File: config.mk
export PLATFORM = sky130hd
export DESIGN_NAME = tag_free_list
export DESIGN_NICKNAME = d
export VERILOG_FILES = /design/src/rtl/tag_free_list_pkg.sv /design/src/rtl/tag_ring_buffer.sv /design/src/rtl/tag_free_list.sv
export SDC_FILE = /design/constraint.sdc
export NUM_CORES = 1
export LEC_CHECK = 0
export BUFFER_PORTS_ARGS = -buffer_cell sky130_fd_sc_hd__buf_2
export CORE_AREA = 4 4 189 191
export CTS_BUF_LIST = sky130_fd_sc_hd__clkbuf_16
export DETAILED_ROUTE_END_ITERATION = 16
export DIE_AREA = 0 0 193 195
export PLACE_DENSITY = 0.7
export SYNTH_ARGS = -nofsm -noshare
export SYNTH_HDL_FRONTEND = slang
export SYNTH_SLANG_ARGS = --single-unit
export TNS_END_PERCENT = 20
File: constraint.sdc
create_clock -name clk -period 9.6 [get_ports clk]
set_input_delay 1.44 -clock clk [delete_from_list [all_inputs] [get_ports clk]]
set_output_delay 1.44 -clock clk [all_outputs]
set_load 0.02 [all_outputs]
File: src/rtl/tag_free_list_pkg.sv
// Shared types and sizing for the physical-tag free list.
// Optional duplicate-free detection is enabled by FREELIST_DOUBLE_FREE_CHECK_EN.
package tag_free_list_pkg;

  localparam int TAG_W      = 6;
  localparam int NUM_PREGS  = 64;
  localparam int NUM_AREGS  = 32;
  localparam int FREE_DEPTH = NUM_PREGS - NUM_AREGS;
  localparam int PTR_W      = 5;
  localparam int CNT_W      = 7;

  typedef logic [TAG_W-1:0] tag_t;
  typedef logic [PTR_W-1:0] ptr_t;
  typedef logic [CNT_W-1:0] cnt_t;

  localparam tag_t TAG_ZERO = '0;

  typedef enum logic {
    INIT  = 1'b0,
    READY = 1'b1
  } fl_state_e;

endpackage

File: src/rtl/tag_ring_buffer.sv
// Circular tag storage with a 2-wide read at head and a 2-wide packed write at tail.
module tag_ring_buffer
  import tag_free_list_pkg::*;
(
  input  logic             i_clk,
  input  logic             i_rst_n,
  input  logic             i_wr_en_1,
  input  logic [TAG_W-1:0] i_wr_tag_1,
  input  logic             i_wr_en_2,
  input  logic [TAG_W-1:0] i_wr_tag_2,
  input  logic [1:0]       i_head_adv,
  input  logic [1:0]       i_tail_adv,
  output logic [TAG_W-1:0] o_rd_tag_1,
  output logic [TAG_W-1:0] o_rd_tag_2
);

  tag_t r_mem [FREE_DEPTH];
  ptr_t r_head;
  ptr_t r_tail;
  ptr_t w_head_p1;
  ptr_t w_tail_p1;

  // Depth is a power of two, so pointer overflow is the wrap.
  assign w_head_p1  = r_head + ptr_t'(1);
  assign w_tail_p1  = r_tail + ptr_t'(1);
  assign o_rd_tag_1 = r_mem[r_head];
  assign o_rd_tag_2 = r_mem[w_head_p1];

  always_ff @(posedge i_clk) begin
    if (i_wr_en_1) r_mem[r_tail]    <= i_wr_tag_1;
    if (i_wr_en_2) r_mem[w_tail_p1] <= i_wr_tag_2;
  end

  always_ff @(posedge i_clk) begin
    if (!i_rst_n) begin
      r_head <= '0;
      r_tail <= '0;
    end else begin
      r_head <= r_head + ptr_t'(i_head_adv);
      r_tail <= r_tail + ptr_t'(i_tail_adv);
    end
  end

endmodule

File: src/rtl/tag_free_list.sv
// Physical-tag free pool: INIT fill sequencer, 2-wide grant, packed retire push, error checks.
// Define FREELIST_DOUBLE_FREE_CHECK_EN to track pool membership and flag double frees.
module tag_free_list
  import tag_free_list_pkg::*;
(
  input  logic             clk,
  input  logic             reset_n,
  input  logic [1:0]       alloc_req_count,
  output logic             alloc_grant,
  output logic [TAG_W-1:0] alloc_tag_1,
  output logic [TAG_W-1:0] alloc_tag_2,
  input  logic [TAG_W-1:0] free_tag_1,
  input  logic [TAG_W-1:0] free_tag_2,
  output logic [CNT_W-1:0] free_count,
  output logic             ready,
  output logic             error,
  output fl_state_e        o_dbg_state
);

  fl_state_e r_state;
  fl_state_e w_state_nxt;
  ptr_t      r_init_ptr;
  cnt_t      r_count;
  logic      r_error;

  logic      w_ready;
  logic      w_req_illegal;
  logic [1:0] w_req;
  logic      w_grant;
  logic [1:0] w_grant_n;
  tag_t      w_rd_tag_1;
  tag_t      w_rd_tag_2;
  tag_t      w_init_tag;
  logic      w_f1_nz;
  logic      w_f2_nz;
  logic      w_f1_ok;
  logic      w_f2_ok;
  logic      w_dup_err;
  logic      w_alloc_err;
  logic [1:0] w_push_n;
  cnt_t      w_cnt_after;
  cnt_t      w_cnt_next;
  logic      w_overflow;
  logic      w_push_en;
  logic      w_err_set;
  logic      w_wr_en_1;
  logic      w_wr_en_2;
  tag_t      w_wr_tag_1;
  tag_t      w_wr_tag_2;
  logic [1:0] w_tail_adv;

  assign w_ready       = reset_n && (r_state == READY);
  assign w_req_illegal = (alloc_req_count == 2'd3);
  assign w_req         = w_req_illegal ? 2'd0 : alloc_req_count;
  assign w_grant       = w_ready && (w_req != 2'd0) && (r_count >= cnt_t'(w_req));
  assign w_grant_n     = w_grant ? w_req : 2'd0;
  assign w_init_tag    = tag_t'(NUM_AREGS) + tag_t'(r_init_ptr);
  assign w_f1_nz       = (free_tag_1 != TAG_ZERO);
  assign w_f2_nz       = (free_tag_2 != TAG_ZERO);

`ifdef FREELIST_DOUBLE_FREE_CHECK_EN
  logic [NUM_PREGS-1:0] r_in_pool;
  logic                 w_dup;

  assign w_dup       = w_f1_nz && w_f2_nz && (free_tag_1 == free_tag_2);
  assign w_f1_ok     = w_f1_nz && !w_dup && !r_in_pool[free_tag_1];
  assign w_f2_ok     = w_f2_nz && !w_dup && !r_in_pool[free_tag_2];
  assign w_dup_err   = (r_state == READY) &&
                       (w_dup || (w_f1_nz && r_in_pool[free_tag_1]) ||
                        (w_f2_nz && r_in_pool[free_tag_2]));
  assign w_alloc_err = w_grant && (!r_in_pool[w_rd_tag_1] ||
                                   ((w_req == 2'd2) && !r_in_pool[w_rd_tag_2]));

  // Grant clears before push sets; a tag granted and freed together is already flagged.
  always_ff @(posedge clk) begin
    if (!reset_n) begin
      r_in_pool <= '0;
    end else if (r_state == INIT) begin
      r_in_pool[w_init_tag] <= 1'b1;
    end else begin
      if (w_grant)                     r_in_pool[w_rd_tag_1] <= 1'b0;
      if (w_grant && (w_req == 2'd2))  r_in_pool[w_rd_tag_2] <= 1'b0;
      if (w_push_en && w_f1_ok)        r_in_pool[free_tag_1] <= 1'b1;
      if (w_push_en && w_f2_ok)        r_in_pool[free_tag_2] <= 1'b1;
    end
  end
`else
  assign w_f1_ok     = w_f1_nz;
  assign w_f2_ok     = w_f2_nz;
  assign w_dup_err   = 1'b0;
  assign w_alloc_err = 1'b0;
`endif

  assign w_push_n    = {1'b0, w_f1_ok} + {1'b0, w_f2_ok};
  assign w_cnt_after = r_count - cnt_t'(w_grant_n) + cnt_t'(w_push_n);
  assign w_overflow  = (w_cnt_after > cnt_t'(FREE_DEPTH));
  assign w_push_en   = (r_state == READY) && !w_overflow;
  assign w_cnt_next  = w_overflow ? (r_count - cnt_t'(w_grant_n)) : w_cnt_after;
  assign w_err_set   = w_req_illegal ||
                       ((r_state == INIT) && (w_f1_nz || w_f2_nz)) ||
                       ((r_state == READY) && w_overflow) ||
                       w_dup_err || w_alloc_err;

  always_comb begin
    w_state_nxt = r_state;
    w_wr_en_1   = 1'b0;
    w_wr_en_2   = 1'b0;
    w_wr_tag_1  = TAG_ZERO;
    w_wr_tag_2  = TAG_ZERO;
    w_tail_adv  = 2'd0;
    case (r_state)
      INIT: begin
        w_wr_en_1  = 1'b1;
        w_wr_tag_1 = w_init_tag;
        w_tail_adv = 2'd1;
        if (r_init_ptr == ptr_t'(FREE_DEPTH - 1)) w_state_nxt = READY;
      end
      READY: begin
        // A lone free_tag_2 is packed into the first write slot.
        if (w_push_en) begin
          w_wr_en_1  = w_f1_ok || w_f2_ok;
          w_wr_tag_1 = w_f1_ok ? free_tag_1 : free_tag_2;
          w_wr_en_2  = w_f1_ok && w_f2_ok;
          w_wr_tag_2 = free_tag_2;
          w_tail_adv = w_push_n;
        end
      end
      default: w_state_nxt = INIT;
    endcase
  end

  always_ff @(posedge clk) begin
    if (!reset_n) begin
      r_state    <= INIT;
      r_init_ptr <= '0;
      r_count    <= '0;
      r_error    <= 1'b0;
    end else begin
      r_state <= w_state_nxt;
      if (r_state == INIT) begin
        r_init_ptr <= r_init_ptr + ptr_t'(1);
        if (r_init_ptr == ptr_t'(FREE_DEPTH - 1)) r_count <= cnt_t'(FREE_DEPTH);
      end else begin
        r_count <= w_cnt_next;
      end
      if (w_err_set) r_error <= 1'b1;
    end
  end

  tag_ring_buffer u_ring (
    .i_clk      (clk),
    .i_rst_n    (reset_n),
    .i_wr_en_1  (w_wr_en_1),
    .i_wr_tag_1 (w_wr_tag_1),
    .i_wr_en_2  (w_wr_en_2),
    .i_wr_tag_2 (w_wr_tag_2),
    .i_head_adv (w_grant_n),
    .i_tail_adv (w_tail_adv),
    .o_rd_tag_1 (w_rd_tag_1),
    .o_rd_tag_2 (w_rd_tag_2)
  );

  assign alloc_grant = w_grant;
  assign alloc_tag_1 = w_grant ? w_rd_tag_1 : TAG_ZERO;
  assign alloc_tag_2 = (w_grant && (w_req == 2'd2)) ? w_rd_tag_2 : TAG_ZERO;
  assign free_count  = reset_n ? r_count : '0;
  assign ready       = w_ready;
  assign error       = r_error;
  assign o_dbg_state = r_state;

endmodule
==> results.py, run 1 <==
metrics = {
    "detailed_routing": {
        "num_vias": 11800,
        "drt_iter0_drc": 1897,
        "wire_per_inst_um": 29.3,
        "antenna_left": 0,
        "dr.pass1.iters": 6,
        "vias_per_cell": 6.92,
        "maxUsedRoutingLayer": "met5",
        "drt_wl_total_um": 49800,
        "wl_met2_um": 21100,
        "dr_wl_met3_um": 7410,
        "drc_errors": 0,
        "wl_met1_um": 18600,
    },
    "synth": {
        "ys_types": 69,
        "syn_nets": 1313,
        "ys_ff_latch": 216,
        "syn-cell-area_um2": 14800,
        "synth_ff_type": "edfxtp_1",
        "async_flop_share": 0,
        "ys_warn_count": 0,
        "synth_edf_count": 192,
        "ys_seq_area_frac": 0.423,
        "netlist_instances": 1274,
        "syn-mean-instance-area_um2": 11.6,
    },
    "clock_network": {
        "ctsRootBufferMaster": "clkbuf_16",
        "clock_sinks": 216,
        "insertion_delay_ps": 550,
        "ctsResizeCount": 0,
        "cts_buffers": 25,
        "cts_hold_buf": 0,
        "clkTransAtPathRegs_ps": 60,
        "tritoncts": "yes",
        "postCtsSetupBuffers": 0,
        "ctsLongestPathBuffers": 3,
        "htree_levels": 1,
    },
    "worst_setup_path": {
        "path_class": "in2reg",
        "worstPathArrival_ps": 7470,
        "reg2regPathDepth": 18,
        "required_ps": 9740,
        "end_kind": "flop",
        "cp_max_fo": 22,
        "cp-start-kind": "primary input",
    },
    "finish": {
        "fin_cells": 1702,
        "fin_nets": 1266,
        "area_delta_synth_final_pct": 8.75,
        "drive_gt1_frac": 0.244,
    },
    "worst_hold_path": {
        "min_path_type": "reg2reg",
        "whs_path_depth": 1,
    },
    "sta": {
        "min_period_ps": 7340,
        "slew_headroom": 0.163,
        "clock.fmax_mhz": 136,
        "setup-tns-final_ps": 0,
        "worstMarginPinSlew_ps": 1250,
        "drv_slew": 0,
        "post-route-period-util": 0.764,
        "setup_violations": 0,
        "finalHoldViolations": 0,
        "finalClockSkew_ps": 36.2,
        "rsz0062_at_grt": "no",
    },
    "placement": {
        "hpwl_um": 32800,
        "port_buffers": 38,
        "placed_cells": 1655,
        "place.gp.congestion": 0.950,
    },
    "pwr": {
        "p_leak_nw": 5.19,
        "switchingPower_uw": 533,
        "p_per_area_nw_per_um2": 137,
        "peakVddDrop_v": 0.000115,
        "share_seq_of_total_power": 0.475,
        "p_comb_frac": 0.075,
        "internal_power_mw": 1.67,
        "clkPwrFrac": 0.450,
        "p_sw_frac": 0.242,
    },
    "die": {
        "die_area_um2": 37600,
        "coreArea_um2": 34100,
        "die_y_um": 195,
        "ios": 39,
        "die_w_um": 193,
        "fp-row-count": 68,
        "start_util": 0.433,
    },
    "global_routing": {
        "grt_pass1_wl_um": 74100,
        "grt_pass1_vias": 11200,
        "grt_usage": 0.260,
        "grt_overflow_total": 0,
        "grt_max_degree": 94,
        "antenna_found_initial": 1,
    },
    "flow_run": {
        "drv_cap": 0,
    },
    "run_status": {
        "status": "finished clean",
    },
}
==> synthesized netlist by cell type, types with 3 or more instances <==
library cell / n / area share
mux2_2: 44 / 0.034
nand2b_1: 7 / 0.0030
nor2b_1: 9 / 0.0038
buf_6: 5 / 0.0038
edfxtp_1: 192 / 0.39
fa_1: 4 / 0.0054
a21boi_0: 3 / 0.0015
o31ai_1: 12 / 0.0061
nand2_1: 65 / 0.017
or2_2: 9 / 0.0038
nor2_1: 115 / 0.029
and3_1: 4 / 0.0017
buf_2: 7 / 0.0024
o21a_1: 3 / 0.0015
clkbuf_1: 109 / 0.028
nor3_1: 7 / 0.0024
nor4_1: 5 / 0.0021
xor2_1: 5 / 0.0030
buf_1: 20 / 0.0051
o21ai_1: 39 / 0.013
a211oi_1: 10 / 0.0051
a21oi_1: 77 / 0.026
a2111oi_4: 9 / 0.017
or3_1: 8 / 0.0034
o21ai_0: 112 / 0.038
o311ai_0: 15 / 0.0089
nand3_1: 22 / 0.0075
o22ai_1: 3 / 0.0013
a21oi_2: 3 / 0.0018
mux2i_1: 84 / 0.057
a21o_1: 8 / 0.0041
nand4_1: 8 / 0.0034
dfxtp_1: 24 / 0.033
and2_1: 17 / 0.0072
mux4_2: 114 / 0.17
o32ai_1: 5 / 0.0030
nor3_2: 4 / 0.0027
xnor2_1: 12 / 0.0071
ha_1: 19 / 0.016
inv_1: 17 / 0.0043
==> cell families (layout without fill, tap and decap cells) <==
group,count (synthesis),count (layout),synth area share
muxes,242,242,0.264
buffers and inverters,161,133,0.0443
adders and majority gates,23,23,0.0215
AOI/OAI and AO/OA,325,325,0.144
and+or+nand+nor,289,289,0.0919
other,0,1,0
xor gates and xnor gates,18,18,0.0112
DFF,216,216,0.423
==> per-layer routing <==
| layer | vias to the layer above | global-route usage |
|---|---|---|
| met4 | 2 | 0.110 |
| met1 | 5737 | 0.371 |
| li1 | 4818 | - |
| met3 | 170 | 0.0792 |
| met2 | 1052 | 0.370 |
| met5 | - | 0 |
==> per-stage QoR <==
step	area, um^2	setup slack [ps]	hold slack (ps)	utilization	power (mW)
finish	16100	2260	477	0.471	2.20
global route	16100	1920	513	0.471	2.24
CTS	16100	2280	481	0.471	2.19
detailed placement	15200	1730	462	0.446	1.22
global placement	15200	1930	464	0.446	1.22
floorplan	14800	2870	473	-	1.16
==> layout by cell type, fill, tap and decap left out, drive strengths merged, types with 19 or more instances in the layout <==
| master | count |
|---|---|
| edfxtp | 192 |
| o21ai | 153 |
| nor2 | 115 |
| mux4 | 114 |
| mux2i | 84 |
| a21oi | 80 |
| buf | 68 |
| nand2 | 65 |
| mux2 | 44 |
| inv | 26 |
| clkbuf | 25 |
| dfxtp | 24 |
| nand3 | 22 |
| ha | 19 |
==> path summary, 6_finish.rpt <==
| kind | slack [ps] | start | to |
|---|---|---|---|
| worst max-delay path | 2260 | alloc_req_count[0] | u_ring.r_mem[4][0] |
| worst min-delay path | 480 | error | error |
| worst max register to register | 3140 | r_count[0] | u_ring.r_mem[4][0] |
| worst min register to register | 480 | error | error |
==> flip-flops by register name, summed over array words and instances (netlist names) <==
signal / flops
r_init_ptr: 5
u_ring.r_head: 5
o_dbg_state: 1
error: 1
r_count: 7
u_ring.r_mem: 192
u_ring.r_tail: 5
==> layout make-up <==
| type | count | area [um^2] |
|---|---|---|
| fill | 2975 | 18100 |
| clock inverter | 21 | 199 |
| sequential | 216 | 6250 |
| clock buffer | 25 | 626 |
| timing repair buffer | 68 | 415 |
| multi-input combinational | 897 | 7930 |
| tap | 455 | 569 |
| antenna | 1 | 2.50 |
| inverter | 19 | 71.3 |
==> critical path, stage by stage <==
cell	delay, ps
buf_2	120
inv_1	80
ha_1	170
inv_1	50
ha_1	260
o21ai_0	80
a311o_1	470
inv_1	180
and2_1	170
ha_1	190
inv_1	60
fa_1	550
inv_1	70
fa_1	540
or4b_4	490
a2111oi_4	390
a21oi_4	220
a21oi_2	330
buf_4	380
nand2_1	220
o21ai_0	980
==> power groups by stage <==
stage / clock [mW] / sequential, mW / combinational [mW]
4_1_cts: 0.984 / 1.04 / 0.158
5_1_grt: 1.02 / 1.04 / 0.175
6_report: 0.989 / 1.04 / 0.165
3_3_place_gp: 0 / 1.06 / 0.153
2_1_floorplan: 0 / 1.06 / 0.0999
3_5_place_dp: 0 / 1.06 / 0.158
(Power assumes the default switching activity.)
==> run 2: changes to the inputs <==
Settings changed: ABC_AREA from default to 1.
Clock period 9.6 ns to 7.5 ns, I/O delays scaled along.
==> results.py, run 2 <==
metrics = {
    "synth": {
        "syn_nets": 2135,
        "syn-mean-instance-area_um2": 7.04,
        "ys_seq_area_frac": 0.423,
        "synth_ff_type": "edfxtp_1",
        "netlist_instances": 2096,
        "ys_warn_count": 0,
        "ys_types": 37,
        "async_flop_share": 0,
        "ys_ff_latch": 216,
        "synth_top_area_share": 0.391,
        "yosysTopAreaCell": "edfxtp_1",
        "synth_area_leaders": "edfxtp_1 39%, nand2_1 19%, nand3_1 9.6%",
        "syn-cell-area_um2": 14800,
        "synthTopCellsByCount": "761 x nand2_1, 282 x nand3_1, 192 x edfxtp_1, 175 x a21oi_1, 137 x nor2_1",
        "synth_edf_count": 192,
        "synth_most_common_cell": "nand2_1",
    },
    "finish": {
        "drive_gt1_frac": 0.0622,
        "final_common_cell": "nand2_1",
        "largest_register_ffs": 192,
        "area_delta_synth_final_pct": 7.03,
        "reg.largest.list": "u_ring.r_mem x192, r_count x7",
        "regMostFlops": "u_ring.r_mem",
        "num-fill-cells": 3399,
        "final_cell_mix": "761 x nand2_1, 282 x nand3_1, 192 x edfxtp_1",
        "fin_cells": 2514,
        "post-route-util": 0.463,
        "fin_nets": 2079,
        "regArea_um2": 6250,
        "antenna_cells": 0,
        "multi_input_area_um2": 7320,
        "final_area_um2": 15800,
    },
    "clock_network": {
        "tritoncts": "yes",
        "ctsRootBufferMaster": "clkbuf_16",
        "cts_hold_buf": 0,
        "ctsLongestPathBuffers": 3,
        "clock_sinks": 216,
        "clkTransAtPathRegs_ps": 60,
        "cts_buffers": 25,
        "ctsResizeCount": 0,
        "insertion_delay_ps": 550,
        "htree_levels": 1,
        "postCtsSetupBuffers": 0,
    },
    "sta": {
        "finalClockSkew_ps": 16.9,
        "setup_ws_ps": 1200,
        "setup-tns-final_ps": 0,
        "worst_hold_slack_ps": 483,
        "setup_violations": 0,
        "min_period_ps": 6300,
        "finalHoldViolations": 0,
        "slew_headroom": 0.156,
        "post-route-period-util": 0.839,
        "worstMarginPinSlew_ps": 1260,
        "rsz0062_at_grt": "no",
        "clock.fmax_mhz": 159,
        "drv_slew": 0,
    },
    "placement": {
        "dpl_cell_area_um2": 15000,
        "hpwl_um": 31800,
        "placed_cells": 2468,
        "pre_cts_slack_ps": 743,
        "place.gp.congestion": 0.959,
        "port_buffers": 38,
    },
    "flow_run": {
        "drv_cap": 0,
    },
    "worst_setup_path": {
        "cp_common_cell": "inv_1",
        "crit_slowest_cell": "fa_1",
        "slowest_delay_ps": 540,
        "end_kind": "flop",
        "required_ps": 7740,
        "worstPathArrival_ps": 6530,
        "path_class": "in2reg",
        "cp_max_fo": 66,
        "cp-start-kind": "primary input",
    },
    "global_routing": {
        "grt_pass1_vias": 13300,
        "grt_max_degree": 115,
        "antenna_found_initial": 0,
        "grt_pass1_wl_um": 75800,
        "grt_usage": 0.258,
        "grt_overflow_total": 0,
    },
    "die": {
        "fp-row-count": 68,
        "start_util": 0.433,
        "die_area_um2": 37600,
        "die_y_um": 195,
        "die_w_um": 193,
        "ios": 39,
        "coreArea_um2": 34100,
    },
    "worst_hold_path": {
        "min_path_type": "reg2reg",
    },
    "pwr": {
        "p_leak_nw": 6.94,
        "peakVddDrop_v": 0.000144,
        "p_per_area_nw_per_um2": 166,
        "finalPower_mw": 2.63,
    },
    "detailed_routing": {
        "wire_per_inst_um": 19.8,
        "drt_iter0_drc": 1737,
        "vias_per_cell": 5.86,
        "dr.pass1.iters": 6,
        "drt_wl_total_um": 49900,
        "num_vias": 14700,
        "drc_errors": 0,
        "antenna_left": 0,
    },
    "run_status": {
        "status": "finished clean",
    },
}
[run 2: cell types whose count changed after synthesis, sizes merged, moves of 44 or more]
| cell | change |
|---|---|
| nand2 | +699 |
| nand3 | +261 |
| mux4 | -114 |
| inv | +112 |
| a21oi | +95 |
| mux2i | -84 |
| mux2 | -44 |
[run 2: worst paths after layout]
path	startpoint	to	slack (ps)	cells past startpoint
worst min register to register	r_count[0]	r_count[0]	480	2
worst max register to register	r_count[0]	u_ring.r_mem[6][0]	1760	25
worst min-delay path	r_count[0]	r_count[0]	480	2
worst max-delay path	alloc_req_count[0]	u_ring.r_mem[6][0]	1200	28
[run 2: cell type report]
cell class	instances	share of cell area
clock buffers	25	0.0396
clock inverters	21	0.00855
inverters	131	0.0313
multi-input cells	1601	0.463
flip-flops and latches	216	0.396
well taps	455	0.0360
repair buffers	65	0.0257
[run 2: kinds of logic (layout without fill, tap and decap cells)]
logic type | Yosys count | in the layout | synth area share
adders and majority gates | 23 | 23 | 0.0215
DFF | 216 | 216 | 0.423
AOI/OAI and AO/OA | 367 | 367 | 0.134
and+or+nand+nor | 1207 | 1207 | 0.337
buffers and inverters | 279 | 242 | 0.0825
xor gates and xnor gates | 4 | 4 | 0.00237
[run 2: power breakdown]
part	total [mW]	leakage (nW)	switching (mW)	internal [mW]
clock	1.15	0.372	0.532	0.616
sequential	1.33	1.96	0.00909	1.32
combinational	0.149	4.61	0.109	0.0396
[run 2: critical path: cells and delay by family]
family,cells,cell delay [ps]
AND/OR/NAND/NOR,13,2360
adder cells (fa/ha/maj),5,1540
buffers and inverters,9,1370
AO/OA/AOI/OAI,1,80
[run 2: per-layer routing]
metal / vias up / track usage / routed length, um / share of wire
li1: 6918 / - / - / -
met1: 6704 / 0.358 / 19700 / 0.40
met2: 941 / 0.398 / 22100 / 0.44
met3: 176 / 0.0433 / 5570 / 0.11
met4: 0 / 0.110 / 2440 / 0.049
met5: - / 0 / 0 / 0
